[src/rtl/starfield_gen.sv]
// Scrolling starfield background: per-row reseeded Galois LFSR stars, vertical scroll once per frame.
// Latency is 2 pix_en strobes for rgb and all syncs; there is no backpressure, and everything holds while pix_en is low.
module starfield_gen #(
  parameter int unsigned V_MAX       = 525,
  parameter logic [15:0] SEED        = 16'hACE1,
  parameter logic [8:0]  DENSITY     = 9'd6,
  parameter logic [9:0]  SCROLL_STEP = 10'd1
) (
  input  logic        clk,
  input  logic        reset_n,
  input  logic        pix_en,
  input  logic [9:0]  x,
  input  logic [9:0]  y,
  input  logic        hsync_in,
  input  logic        vsync_in,
  input  logic        video_on_in,
  input  logic        scroll_en,
  output logic [11:0] rgb,
  output logic        hsync_out,
  output logic        vsync_out,
  output logic        video_on_out
);

  localparam logic [10:0] VMAX11 = 11'(V_MAX);

  logic [15:0] lfsr_q, lfsr_d;
  logic        vid_prev_q, vid_prev_d, vs_prev_q, vs_prev_d;
  logic [5:0]  frame_cnt_q, frame_cnt_d;
  logic [9:0]  scroll_q, scroll_d;
  logic        hs_s1_q, hs_s1_d, vs_s1_q, vs_s1_d, vid_s1_q, vid_s1_d;
  logic        hs_s2_q, hs_s2_d, vs_s2_q, vs_s2_d, vid_s2_q, vid_s2_d;
  logic [11:0] rgb_q, rgb_d;

  logic [10:0] row_sum, scroll_sum;
  logic [9:0]  row, scroll_next;
  logic [15:0] seed_raw, seed, lfsr_step;
  logic        line_start, frame_ev, star;
  logic [11:0] colour;

  // Column is carried only for alignment with the timing block.
  logic unused_x;
  assign unused_x = ^x;

  always_comb begin
    row_sum     = {1'b0, y} + {1'b0, scroll_q};
    row         = (row_sum >= VMAX11) ? 10'(row_sum - VMAX11) : row_sum[9:0];
    scroll_sum  = {1'b0, scroll_q} + {1'b0, SCROLL_STEP};
    scroll_next = (scroll_sum >= VMAX11) ? 10'(scroll_sum - VMAX11) : scroll_sum[9:0];
    seed_raw    = SEED ^ {row, 6'h2A};
    seed        = (seed_raw == 16'h0000) ? 16'h0001 : seed_raw;
    lfsr_step   = {1'b0, lfsr_q[15:1]} ^ (lfsr_q[0] ? 16'hB400 : 16'h0000);
    line_start  = pix_en & video_on_in & ~vid_prev_q;
    frame_ev    = pix_en & vsync_in & ~vs_prev_q;
  end

  // Star colour is judged from the LFSR value that S1 produced for this pixel.
  always_comb begin
    star = vid_s1_q & ({1'b0, lfsr_q[7:0]} < DENSITY);
    case (lfsr_q[9:8])
      2'b00:   colour = 12'h444;
      2'b01:   colour = 12'h888;
      2'b10:   colour = 12'hCCC;
      default: colour = (frame_cnt_q[4] & lfsr_q[10]) ? 12'h888 : 12'hFFF;
    endcase
  end

  always_comb begin
    lfsr_d      = lfsr_q;
    vid_prev_d  = vid_prev_q;
    vs_prev_d   = vs_prev_q;
    frame_cnt_d = frame_cnt_q;
    scroll_d    = scroll_q;
    hs_s1_d     = hs_s1_q;
    vs_s1_d     = vs_s1_q;
    vid_s1_d    = vid_s1_q;
    hs_s2_d     = hs_s2_q;
    vs_s2_d     = vs_s2_q;
    vid_s2_d    = vid_s2_q;
    rgb_d       = rgb_q;
    if (pix_en) begin
      vid_prev_d = video_on_in;
      vs_prev_d  = vsync_in;
      hs_s1_d    = hsync_in;
      vs_s1_d    = vsync_in;
      vid_s1_d   = video_on_in;
      hs_s2_d    = hs_s1_q;
      vs_s2_d    = vs_s1_q;
      vid_s2_d   = vid_s1_q;
      rgb_d      = star ? colour : 12'h000;
      if (line_start) begin
        lfsr_d = seed;
      end else if (video_on_in) begin
        lfsr_d = lfsr_step;
      end
      // Row for this pixel was already formed from the pre-update scroll.
      if (frame_ev) begin
        frame_cnt_d = frame_cnt_q + 6'd1;
        if (scroll_en) begin
          scroll_d = scroll_next;
        end
      end
    end
  end

  always_ff @(posedge clk or negedge reset_n) begin
    if (!reset_n) begin
      lfsr_q      <= SEED;
      vid_prev_q  <= 1'b0;
      vs_prev_q   <= 1'b0;
      frame_cnt_q <= 6'd0;
      scroll_q    <= 10'd0;
      hs_s1_q     <= 1'b0;
      vs_s1_q     <= 1'b0;
      vid_s1_q    <= 1'b0;
      hs_s2_q     <= 1'b0;
      vs_s2_q     <= 1'b0;
      vid_s2_q    <= 1'b0;
      rgb_q       <= 12'h000;
    end else begin
      lfsr_q      <= lfsr_d;
      vid_prev_q  <= vid_prev_d;
      vs_prev_q   <= vs_prev_d;
      frame_cnt_q <= frame_cnt_d;
      scroll_q    <= scroll_d;
      hs_s1_q     <= hs_s1_d;
      vs_s1_q     <= vs_s1_d;
      vid_s1_q    <= vid_s1_d;
      hs_s2_q     <= hs_s2_d;
      vs_s2_q     <= vs_s2_d;
      vid_s2_q    <= vid_s2_d;
      rgb_q       <= rgb_d;
    end
  end

  assign rgb          = rgb_q;
  assign hsync_out    = hs_s2_q;
  assign vsync_out    = vs_s2_q;
  assign video_on_out = vid_s2_q;

endmodule

[config.mk]
export PLATFORM = sky130hd
export DESIGN_NAME = starfield_gen
export DESIGN_NICKNAME = d
export VERILOG_FILES = /design/src/rtl/starfield_gen.sv
export SDC_FILE = /design/constraint.sdc
export NUM_CORES = 1
export LEC_CHECK = 0
export CORE_MARGIN = 8
export CORE_UTILIZATION = 41
export CTS_CLUSTER_SIZE = 8
export DETAILED_ROUTE_END_ITERATION = 8
export MAX_ROUTING_LAYER = met4
export PLACE_DENSITY = 0.68
export SYNTH_ARGS = -nofsm -noshare
export SYNTH_HDL_FRONTEND = slang
export SYNTH_SLANG_ARGS = --single-unit
[constraint.sdc]
create_clock -name clk -period 4.25 [get_ports clk]
set_input_delay 0.85 -clock clk [delete_from_list [all_inputs] [get_ports clk]]
set_output_delay 0.85 -clock clk [all_outputs]
set_load 0.05 [all_outputs]
; After elaboration in Yosys (flattened, before gate mapping)
; Cells that the tools add are included.
[op_classes]
n_eq_ne = 2
muxes = 9
bitwise = 10
order_cmp = 3
add_sub_neg = 5
shifts = 0
mul = 0
n_div = 0
reduce_logical = 6
[ops]
columns = op, count
row1 = two-way mux 16 bit, 4
row2 = case mux 12 bit (3 select lines), 1
row3 = "greater-or-equal comparator 11 x 10 -> 1 bit, second input constant", 2
row4 = two-way mux 10 bit, 2
row5 = "subtractor 10 bit, second input constant", 2
row6 = zero test 16 bit, 1
row7 = XOR 15 x 16 -> 16 bit, 1
row8 = two-way mux 12 bit, 1
row9 = "adder 10 x 1 -> 11 bit, second input constant", 1
row10 = adder 10 x 10 -> 11 bit, 1
row11 = two-way mux 11 bit, 1
row12 = "less-than comparator 8 x 3 -> 1 bit, second input constant", 1
row13 = NOT 8 bit, 1
row14 = "adder 6 x 1 -> 6 bit, second input constant", 1
row15 = bitwise AND 1 bit, 6
row16 = AND reduction 2 bit, 2
row17 = AND reduction 3 bit, 1
row18 = "== test 2 x 1 -> 1 bit, second input constant", 1
row19 = "== test 2 bit, second input constant", 1
row20 = zero test 2 bit, 1
row21 = NOT 1 bit, 2
row22 = nonzero test 2 bit, 1
[totals]
out_inout_bits = 15
ff_bits = 50
memories = 0
word_cells = 45
latch_bits = 0
mem_bits_ro = 0
mem_bits_rw = 0
in_bits = 27

; Depth between registers and ports, before layout
; Gate-level depths: netlist of the first run.
[depth]
depth_word = 7
depth_mapped = 12
ltp_nobuf = 11

; Least setup slack after synthesis of the first run
; No wires, ideal clock.
[synth_path]
path_kind = input to register
from = input y[0]
to = register lfsr_q[10]
path_buffers = 1
required_ns = 4.186
arrival_time_ns = 3.379
setup_ns = 0.064
stages = 12
path_slack_ns = 0.807
path_cell_list = ha_1 > inv_1 > fa_1 > and2b_4 > o22ai_4 > o21a_1 > o41ai_4 > a21oi_2 > o2bb2ai_2 > buf_6 > or4_1 > nand3_1
[synth_via]
elab_chain_cells = 7
elab_cells_between_ends = 8
cone_classes = 2 x add/sub / 1 x order compare / 3 x mux / 1 x bitwise / 1 x reduce/logical
[synth_rtl]
columns = item, line
row1 = from (decl), 13  ; input logic [9:0] y,
row2 = adder 10 x 10 -> 11 bit *, 45  ; row_sum = {1'b0, y} + {1'b0, scroll_q};
row3 = subtractor 10 bit or greater-or-equal comparator 11 x 10 -> 1 bit (tied branches), 46  ; row = (row_sum >= VMAX11) ? 10'(row_sum - VMAX11) : row_sum[9:0];
row4 = two-way mux 10 bit *, 46
row5 = NOT 8 bit (no source line), n/a
row6 = zero test 16 bit, 50  ; seed = (seed_raw == 16'h0000) ? 16'h0001 : seed_raw;
row7 = two-way mux 16 bit *, 50
row8 = two-way mux 16 bit *, 90  ; if (line_start) begin
row9 = to (signal assigned), 120  ; lfsr_q <= lfsr_d;
row10 = to (decl), 26  ; logic [15:0] lfsr_q, lfsr_d;
; Mark *: on every way between the ends. The rest lies on a longest branch, timed or not.
; A chain may end at the register's enable or synchronous reset.

; Worst setup path in the final report of the first run
[layout_path]
from = input y[0]
to = register lfsr_q[13]
; Same word-level chain as after synthesis.

==> results.json, run 1 <==
{
  "wirelength_um": 6750,
  "cts_tree": "yes",
  "cts_hold_buf": 0,
  "post_cts_buffers": 0,
  "worst_slew_pin_slew_ps": 917,
  "num_vias": 2547,
  "ys.flop_type": "dfrtp_1",
  "path_cells": "clkdlybuf4s50_1 -> ha_1 -> inv_1 -> fa_1 -> and2b_4 -> o22ai_4 -> o21a_1 -> o41ai_4 -> a21oi_2 -> o2bb2ai_2 -> or4_1 -> a31o_1",
  "io_buffers": 31,
  "fp-row-count": 32,
  "leakage_nw": 1.44,
  "grt_pass1_wl_um": 11700,
  "core_area_um2": 7570,
  "ctsLongestPathBuffers": 2,
  "rr_worst_depth": 11,
  "syn_area_per_cell_um2": 8.93,
  "dpl.hpwl_um": 5140,
  "layout_min_cycle_time_ps": 3790,
  "die_w_um": 104,
  "diodes": 0,
  "cts-root-buf": "clkbuf_8",
  "worstHoldPathType": "register to register",
  "htreeDepth": 2,
  "crit_fanout": 11,
  "grt_pass1_vias": 2522,
  "vdd.ir_drop.worst_v": 0.000297,
  "r2r_setup_slack_ps": 960,
  "grt_max_degree": 41,
  "grt_setup_unrepaired": "false",
  "routabilityCongestion": 0.891,
  "ys_seq_elements": 40,
  "viasPerCell": 5.40,
  "cts.clk_slew.worst_paths_ps": 80,
  "fill_cells": 723,
  "wire_per_inst_um": 14.3,
  "synth_nets": 395,
  "start_kind": "primary input",
  "reg2reg_to": "lfsr_q[13]$_DFFE_PN1P_",
  "yosysWarnings": 0,
  "ys_seq_area_share_pct": 32.2,
  "slew-limit-headroom_pct": 38.9,
  "drive_gt1_share_pct": 10.3,
  "yosysMostFrequentCell": "nand2_1",
  "antenna_found_initial": 0,
  "fmax_mhz": 264,
  "ys_types": 74,
  "drc": 0,
  "cap_violations": 0,
  "antenna_left": 0,
  "synth_edf_count": 0,
  "cp_top_family": "compound AO/OA/AOI/OAI gates",
  "rr_startpoint": "scroll_q[0]$_DFFE_PN0P_",
  "hold_start": "frame_cnt_q[4]$_DFFE_PN0P_",
  "area_growth_pct": 12.7,
  "skew_ps": 8.00,
  "synth.area.top_cells": "dfrtp_1, dfstp_2, ha_1",
  "die_h_um": 104,
  "synth_common_cells": "nand2_1, dfrtp_1, nor2_1",
  "synthesis.area_um2": 3140,
  "fin_util_pct": 46.8,
  "maxSlewViolCount": 0,
  "final_nets": 412,
  "setup_viol": 0,
  "synth_top_area_share_pct": 25.5,
  "cts_num_sinks": 40,
  "grt_use_total_pct": 12.9,
  "status": "completed",
  "worstSetupPathType": "primary input to register",
  "overflow": 0,
  "clkLatencyLatePin_ps": 290,
  "crit_buf_inv": 2,
  "die-area_um2": 10700,
  "power_density_nw_per_um2": 513,
  "io_pins": 42,
  "crit_arrival_ps": 4020,
  "hold_viol": 0,
  "cts-resized-gates": 0,
  "drt_iter0_drc": 82,
  "cp-end-kind": "register",
  "first_pass_iters": 4,
  "cp_slowest_cell": "o41ai_4",
  "async_flop_share_pct": 100,
  "initial_core_util_pct": 41.5,
  "whs_path_depth": 1,
  "postSynthCellCount": 352,
  "critical_path_required_ps": 4470,
  "synth_top_area_cell": "dfrtp_1",
  "cp_slowest_stage_delay_ps": 480,
  "period_share_pct": 89.2,
  "fin_setup_tns_ps": 0,
  "cts_buffers": 5,
  "hold_end": "frame_cnt_q[4]$_DFFE_PN0P_"
}
==> registers in the layout, summed over array words and instances (netlist names) <==
name	flops
frame_cnt_q	5
hs_s1_q	1
hsync_out	1
lfsr_q	16
rgb	3
scroll_q	10
vid_s1_q	1
video_on_out	1
vs_s1_q	1
vsync_out	1
==> worst max-delay path by stage <==
stage	startpoint	end	cells after the start
3_3_place_gp	y[0]	lfsr_q[13]$_DFFE_PN1P_	12
2_1_floorplan	y[0]	lfsr_q[10]$_DFFE_PN1P_	12
5_1_grt	y[0]	lfsr_q[13]$_DFFE_PN1P_	12
4_1_cts	y[0]	lfsr_q[13]$_DFFE_PN1P_	12
6_report	y[0]	lfsr_q[13]$_DFFE_PN1P_	12
3_5_place_dp	y[0]	lfsr_q[13]$_DFFE_PN1P_	12
==> routing by layer <==
metal  GRT usage (%)  vias up  wire length, µm
met5               -        -                0
met4            2.31        0               52
met3            2.79        7              206
met2            22.3       31             3380
met1            15.2     1208             3110
li1                -     1301                -
==> layout make-up <==
type | instances | area (µm²) | share of cell area, %
Sequential cell | 40 | 1010 | 28.6
Multi-Input combinational cell | 270 | 1910 | 54.1
Timing Repair Buffer | 36 | 343 | 9.68
Tap cell | 102 | 128 | 3.60
Clock buffer | 6 | 72.6 | 2.05
Clock inverter | 2 | 12.5 | 0.353
Inverter | 16 | 60.1 | 1.70
==> per-stage QoR <==
stage | total power [W] | hold WS (ps) | instance area (µm²) | setup slack (ps) | std cells
global placement | 0.00154 | 461 | 3460 | 199 | 464
floorplan | 0.00137 | 440 | 3140 | 807 | 352
global route | 0.00196 | 505 | 3540 | 244 | 472
detailed placement | 0.00157 | 467 | 3460 | 130 | 464
CTS | 0.00182 | 480 | 3540 | 434 | 472
finish | 0.00182 | 478 | 3540 | 458 | 472
==> worst register-to-register path: cells and delay by family, from the launching register on <==
kind	cells	cell delay (ps)
buf+inv	1	60
fa+ha+maj	2	610
flops	1	470
compound gates	6	1330
simple gates	2	750
==> cells in the final DEF, fill, tap and decap left out, types with 6 or more instances in the layout <==
master            n
a21oi_1          14
and3_1            9
clkdlybuf4s50_1  30
dfrtp_1          32
dfstp_2           8
ha_1             15
inv_1            16
nand2_1          34
nand3_1           9
nor2_1           26
nor3_1           10
o21ai_0          20
or4_1             6
xnor2_1          19
xor2_1           13
==> where the power goes <==
group          internal, W  switching [W]  total (W)
Sequential        0.000497       0.000110   0.000608
Clock             0.000115       0.000141   0.000256
Combinational     0.000402       0.000550   0.000953
==> logic make-up after synthesis <==
family	count (synthesis)	share of synthesized area, %
adder cells (fa/ha/maj)	16	6.61
multiplexers	9	3.07
flip-flops	40	32.2
XOR/XNOR	32	8.92
AO/OA/AOI/OAI	93	22.5
AND/OR/NAND/NOR	120	19.9
buffers and inverters	42	6.89
Power figures use the tool's default switching activity.
==> run 2, diff against run 1 <==
--- a/config.mk
+++ b/config.mk
@@ -5,12 +5,14 @@
 export SDC_FILE = /design/constraint.sdc
 export NUM_CORES = 1
 export LEC_CHECK = 0
+export ABC_AREA = 1
 export CORE_MARGIN = 8
 export CORE_UTILIZATION = 41
 export CTS_CLUSTER_SIZE = 8
 export DETAILED_ROUTE_END_ITERATION = 8
 export MAX_ROUTING_LAYER = met4
-export PLACE_DENSITY = 0.68
+export PLACE_DENSITY = 0.69
+export SLEW_MARGIN = 30
 export SYNTH_ARGS = -nofsm -noshare
 export SYNTH_HDL_FRONTEND = slang
 export SYNTH_SLANG_ARGS = --single-unit
==> run 2 against run 1 <==
Critical endpoint is now lfsr_q[12]$_DFFE_PN0P_; count of clock-buffer cells in the layout stayed put; combinational power is 15% higher; worst setup slack better by 520 ps; sequential power is 3% higher; highest routed layer unchanged.
==> results.json, run 2 <==
{
  "status": "completed",
  "power_density_nw_per_um2": 582,
  "layout_common_cells": "nand2_1, inv_1, nand3_1",
  "start_kind": "primary input",
  "grt_use_total_pct": 13.9,
  "cp_top_family": "simple AND/OR/NAND/NOR gates",
  "pwr-share-comb_pct": 54.1,
  "cp-end-kind": "register",
  "grt_pass1_vias": 2519,
  "r2r_setup_slack_ps": 1510,
  "synth.mux.area_fraction_pct": 0,
  "rr_worst_depth": 16,
  "cts_hold_buf": 0,
  "ys_types": 36,
  "reg_top3": "lfsr_q: 16 flops, scroll_q: 10 flops, frame_cnt_q: 5 flops",
  "synthAdderAreaFrac_pct": 6.81,
  "intPower_w": 0.00110,
  "synth.area.top_cells": "dfrtp_1, nand2_1, dfstp_2",
  "crit_buf_inv": 2,
  "period_share_pct": 76.9,
  "cts.clk_slew.worst_paths_ps": 80,
  "post_cts_buffers": 0,
  "slew-limit-headroom_pct": 59.2,
  "regMostFlops": "lfsr_q",
  "htreeDepth": 2,
  "cp_slowest_stage_delay_ps": 460,
  "rr_startpoint": "scroll_q[0]$_DFFE_PN0P_",
  "power_frac_seq_pct": 30.8,
  "io_pins": 42,
  "hold_end": "hsync_out$_DFFE_PN0P_",
  "layout_min_cycle_time_ps": 3270,
  "synth_top_area_cell": "dfrtp_1",
  "wire_per_inst_um": 11.8,
  "cts_tree": "yes",
  "setup_viol": 0,
  "p_switching_w": 0.000932,
  "cp_slowest_cell": "clkdlybuf4s50_1",
  "cts_num_sinks": 40,
  "num_vias": 2651,
  "async_flop_share_pct": 100,
  "fin_util_pct": 48.5,
  "cap_violations": 0,
  "drt_iter0_drc": 66,
  "die_h_um": 102,
  "viasPerCell": 4.78,
  "synth-xor-area-share_pct": 7.68,
  "clkLatencyLatePin_ps": 300,
  "synth_common_cells": "nand2_1, inv_1, nand3_1",
  "worstHoldPathType": "register to register",
  "cts-resized-gates": 0,
  "synthesis.area_um2": 3050,
  "antenna_left": 0,
  "diodes": 0,
  "whs_path_depth": 2,
  "ys_seq_area_share_pct": 33.2,
  "synth_top_family_by_area": "simple AND/OR/NAND/NOR gates",
  "path_cells": "clkdlybuf4s50_1 -> ha_1 -> inv_1 -> fa_1 -> nand3b_1 -> nand2_1 -> nand2_1 -> nand2_1 -> nand3_1 -> nor2_2 -> nand3_1 -> nand2_2 -> nand2_2 -> nand2_1 -> nand3_1 -> nand2_1 -> nand2_1",
  "hold_start": "hsync_out$_DFFE_PN0P_",
  "worst_path_most_repeated_cell": "nand2_1",
  "wirelength_um": 6570,
  "dpl.hpwl_um": 5190,
  "cp.depth": 17,
  "syn_area_per_cell_um2": 7.09,
  "fin_area_um2": 3500,
  "synthSimpleGateAreaFrac_pct": 34.7,
  "grt_pass1_wl_um": 11300,
  "initial_core_util_pct": 42.2,
  "ys_seq_elements": 40,
  "fill_cells": 730,
  "die_w_um": 102,
  "grt_max_degree": 41,
  "die-area_um2": 10400,
  "crit_fanout": 14,
  "area_growth_pct": 14.7,
  "worstSetupPathType": "primary input to register",
  "io_buffers": 31,
  "largest_reg_flops": 16,
  "critical_path_required_ps": 4440,
  "synth_nets": 473,
  "grt_setup_unrepaired": "false",
  "skew_ps": 7.32,
  "switching_share_pct": 45.8,
  "yosysWarnings": 0,
  "overflow": 0,
  "fmax_mhz": 306,
  "pre_cts_ws_ps": 647,
  "final_nets": 498,
  "maxSlewViolCount": 0,
  "synth_compound_area_share_pct": 7.76,
  "vdd.ir_drop.worst_v": 0.000253,
  "final_common_cell": "nand2_1",
  "yosysMostFrequentCell": "nand2_1",
  "postSynthCellCount": 430,
  "drive_gt1_share_pct": 7.68,
  "reg2reg_to": "lfsr_q[12]$_DFFE_PN0P_",
  "crit_arrival_ps": 3460,
  "fin_ws_ps": 981,
  "ys.flop_type": "dfrtp_1",
  "synth_top_area_share_pct": 26.3,
  "fp-row-count": 31,
  "ctsLongestPathBuffers": 2,
  "p_clk_share_pct": 15.1,
  "drc": 0,
  "finalPower_w": 0.00203,
  "fin_setup_tns_ps": 0,
  "worst_slew_pin_slew_ps": 609,
  "first_pass_iters": 4,
  "synth_edf_count": 0,
  "hold_viol": 0,
  "core_area_um2": 7210,
  "cts-root-buf": "clkbuf_8",
  "antenna_found_initial": 0,
  "cts_buffers": 5,
  "leakage_nw": 1.81,
  "routabilityCongestion": 0.824,
  "placed_cell_area_um2": 3390
}
[run 2: cell type report]
type	instances	area (µm²)	area share, %
multi-input combinational	321	1740	49.7
sequential	40	1010	28.9
clock buffer	6	72.6	2.08
inverter	56	210	6.01
clock inverter	2	35.0	1.00
tap	99	124	3.54
timing repair buffer	31	308	8.80
[run 2: stage by stage]
stage                     hold WS (ps)  std cells
final                              472        555
after global routing               496        555
after CTS                          477        555
after detailed placement           458        547
after global placement             454        547
after floorplan                    440        430
[run 2: layer usage]
layer / GRT usage [%] / up-vias / routed length (µm)
met5: - / - / 0
li1: - / 1410 / -
met1: 15.9 / 1186 / 2970
met4: 5.19 / 0 / 126
met2: 23.7 / 43 / 3200
met3: 2.25 / 12 / 274
[run 2: logic make-up after synthesis]
kind of cell	count (synthesis)
and+or+nand+nor	239
buffers and inverters	69
AOI/OAI and AO/OA	41
DFF	40
xor gates and xnor gates	25
adders and majority gates	16
[run 2: worst register-to-register path: stages (launching register included)]
cell and delay, ps:
dfrtp_1 450, ha_1 230, inv_1 60, fa_1 380, nand3b_1 190, nand2_1 120, nand2_1 60, nand2_1 100
nand3_1 120, nor2_2 160, nand3_1 120, nand2_2 130, nand2_2 170, nand2_1 120, nand3_1 100, nand2_1 90
nand2_1 50
[run 2: worst max path at each step]
| stage | startpoint | to | slack, ps |
|---|---|---|---|
| final | y[0] | lfsr_q[12]$_DFFE_PN0P_ | 980 |
| after global routing | y[0] | lfsr_q[12]$_DFFE_PN0P_ | 700 |
| after CTS | y[0] | lfsr_q[12]$_DFFE_PN0P_ | 970 |
| after detailed placement | y[0] | lfsr_q[12]$_DFFE_PN0P_ | 650 |
| after global placement | y[0] | lfsr_q[12]$_DFFE_PN0P_ | 730 |
| after floorplan | y[0] | lfsr_q[12]$_DFFE_PN0P_ | 1400 |
[run 2: power groups by stage]
stage | clock network (W) | registers (W) | logic, W
floorplan | 0 | 0.000609 | 0.000902
global placement | 0 | 0.000624 | 0.00107
detailed placement | 0 | 0.000629 | 0.00110
CTS | 0.000314 | 0.000624 | 0.00110
global route | 0.000326 | 0.000642 | 0.00127
finish | 0.000306 | 0.000627 | 0.00110
==> run 3, diff against run 2 <==
==> constraint.sdc (replaced) <==
create_clock -name clk -period 3.03 [get_ports clk]
set_input_delay 0.606 -clock clk [delete_from_list [all_inputs] [get_ports clk]]
set_output_delay 0.606 -clock clk [all_outputs]
set_load 0.05 [all_outputs]
==> run 3 against run 2 <==
Wire length up 1.8%; die area stayed put; critical path depth increased by 1; sequential power is 40% higher; sequential share of layout area is 1.0 points lower; final cell count grew 2.7%; register-to-register slack lost 960 ps; total power increased by 48%; clock power increased by 42%.
==> results.json, run 3 (synthesized netlist as in run 2, its figures left out) <==
{
  "r2r_setup_slack_ps": 550,
  "area_growth_pct": 18.8,
  "crit_path_end": "lfsr_q[12]$_DFFE_PN0P_",
  "status": "completed",
  "io_buffers": 31,
  "dpl.hpwl_um": 5360,
  "fin_util_pct": 50.2,
  "wire_per_inst_um": 11.7,
  "slew-limit-headroom_pct": 60.9,
  "antenna_left": 0,
  "leakage_nw": 1.89,
  "hold_viol": 0,
  "fin_setup_tns_ps": 0,
  "cts_tree": "yes",
  "cap_violations": 0,
  "grt_pass1_wl_um": 11500,
  "wirelength_um": 6690,
  "worstSetupPathType": "primary input to register",
  "rr_startpoint": "scroll_q[0]$_DFFE_PN0P_",
  "cts-root-buf": "clkbuf_8",
  "final_common_cell": "nand2_1",
  "largest_reg_flops": 16,
  "worst_slew_pin_slew_ps": 584,
  "layout_min_cycle_time_ps": 2770,
  "antenna_found_initial": 0,
  "layout_common_cells": "nand2_1, inv_1, nand3_1",
  "cts_num_sinks": 40,
  "vdd.ir_drop.worst_v": 0.000348,
  "cts.clk_slew.worst_paths_ps": 80,
  "die_w_um": 102,
  "drt_iter0_drc": 94,
  "grt_pass1_vias": 2620,
  "period_share_pct": 91.6,
  "grt_setup_unrepaired": "false",
  "overflow": 0,
  "regMostFlops": "lfsr_q",
  "fin_area_um2": 3620,
  "io_pins": 42,
  "core_area_um2": 7210,
  "grt_max_degree": 41,
  "cp-end-kind": "register",
  "hold_slack_ps": 282,
  "start_kind": "primary input",
  "initial_core_util_pct": 42.2,
  "clkLatencyLatePin_ps": 300,
  "reg_top3": "lfsr_q: 16 flops, scroll_q: 10 flops, frame_cnt_q: 5 flops",
  "grt_use_total_pct": 14.1,
  "drive_gt1_share_pct": 11.3,
  "routabilityCongestion": 0.812,
  "diodes": 0,
  "crit_fanout": 5,
  "final_nets": 513,
  "rr_worst_depth": 17,
  "fmax_mhz": 360,
  "fp-row-count": 31,
  "first_pass_iters": 4,
  "reg2reg_to": "lfsr_q[12]$_DFFE_PN0P_",
  "power_density_nw_per_um2": 829,
  "placed_cell_area_um2": 3500,
  "htreeDepth": 2,
  "worstHoldPathType": "primary input to async pin",
  "critical_path_required_ps": 3220,
  "drc": 0,
  "crit_arrival_ps": 2970,
  "maxSlewViolCount": 0,
  "ctsLongestPathBuffers": 2,
  "cts_buffers": 5,
  "viasPerCell": 4.81,
  "setup_viol": 0,
  "die-area_um2": 10400,
  "skew_ps": 3.84,
  "die_h_um": 102,
  "num_vias": 2743,
  "critPathLaunch": "y[0]"
}
==> run 3: report_power, final <==
group / leakage [nW] / total (W) / internal (W) / switching [W]
logic: 1.34 / 0.00169 / 0.000720 / 0.000970
clock network: 0.0552 / 0.000435 / 0.000245 / 0.000190
registers: 0.492 / 0.000876 / 0.000706 / 0.000171
==> run 3: stage by stage <==
step	setup slack (ps)	total power (W)	cells
detailed placement	-142	0.00257	562
floorplan	424	0.00212	430
CTS	181	0.00301	570
finish	256	0.00300	570
global placement	-65.7	0.00251	562
global route	26.0	0.00331	570
==> run 3: routing by layer <==
layer  global-route usage (%)  wire length, µm  part of all wire [%]  vias to the layer above
met1                     16.0             3000                    45                     1259
li1                         -                -                     -                     1440
met5                        -                0                     0                        -
met2                     24.6             3330                    50                       38
met4                     4.18               78                   1.2                        0
met3                     2.52              275                   4.1                        6
==> run 3: area by class of cell <==
cell class,count,area [µm²]
fill,732,3590
multi-input combinational,321,1750
sequential,40,1010
timing repair buffer,46,420
inverter,56,210
tap,99,124
clock buffer,6,72.6
clock inverter,2,35.0
==> run 3: worst min-delay path by stage <==
stage | startpoint | end | slack (ps) | cells past startpoint
final | reset_n | lfsr_q[9]$_DFFE_PN0P_ | 280 | 1
after global routing | reset_n | lfsr_q[8]$_DFFE_PN0P_ | 320 | 1
after CTS | reset_n | lfsr_q[8]$_DFFE_PN0P_ | 470 | 1
after detailed placement | hsync_out$_DFFE_PN0P_ | hsync_out$_DFFE_PN0P_ | 460 | 2
after global placement | hs_s1_q$_DFFE_PN0P_ | hs_s1_q$_DFFE_PN0P_ | 450 | 2
after floorplan | reset_n | frame_cnt_q[0]$_DFFE_PN0P_ | 310 | 0
==> run 3: critical path: stages <==
cell	delay (ps)
clkdlybuf4s50_1	460
ha_1	160
inv_1	50
fa_1	380
nand3b_1	210
nand2_2	110
nand2_1	80
nand2_1	90
nand2_1	70
nand2_2	90
nor2_2	40
nand3_1	90
nand2_2	80
buf_4	150
nand3_1	60
nand3_1	90
nand2_1	80
nand2_1	40
==> run 3: timing repair <==
item | 4_1_cts | 5_1_grt
endpoints found under the setup margin | 0 | 10
gates resized for setup | 0 | 4
hold buffers | 0 | 0
buffers inserted | 0 | 0
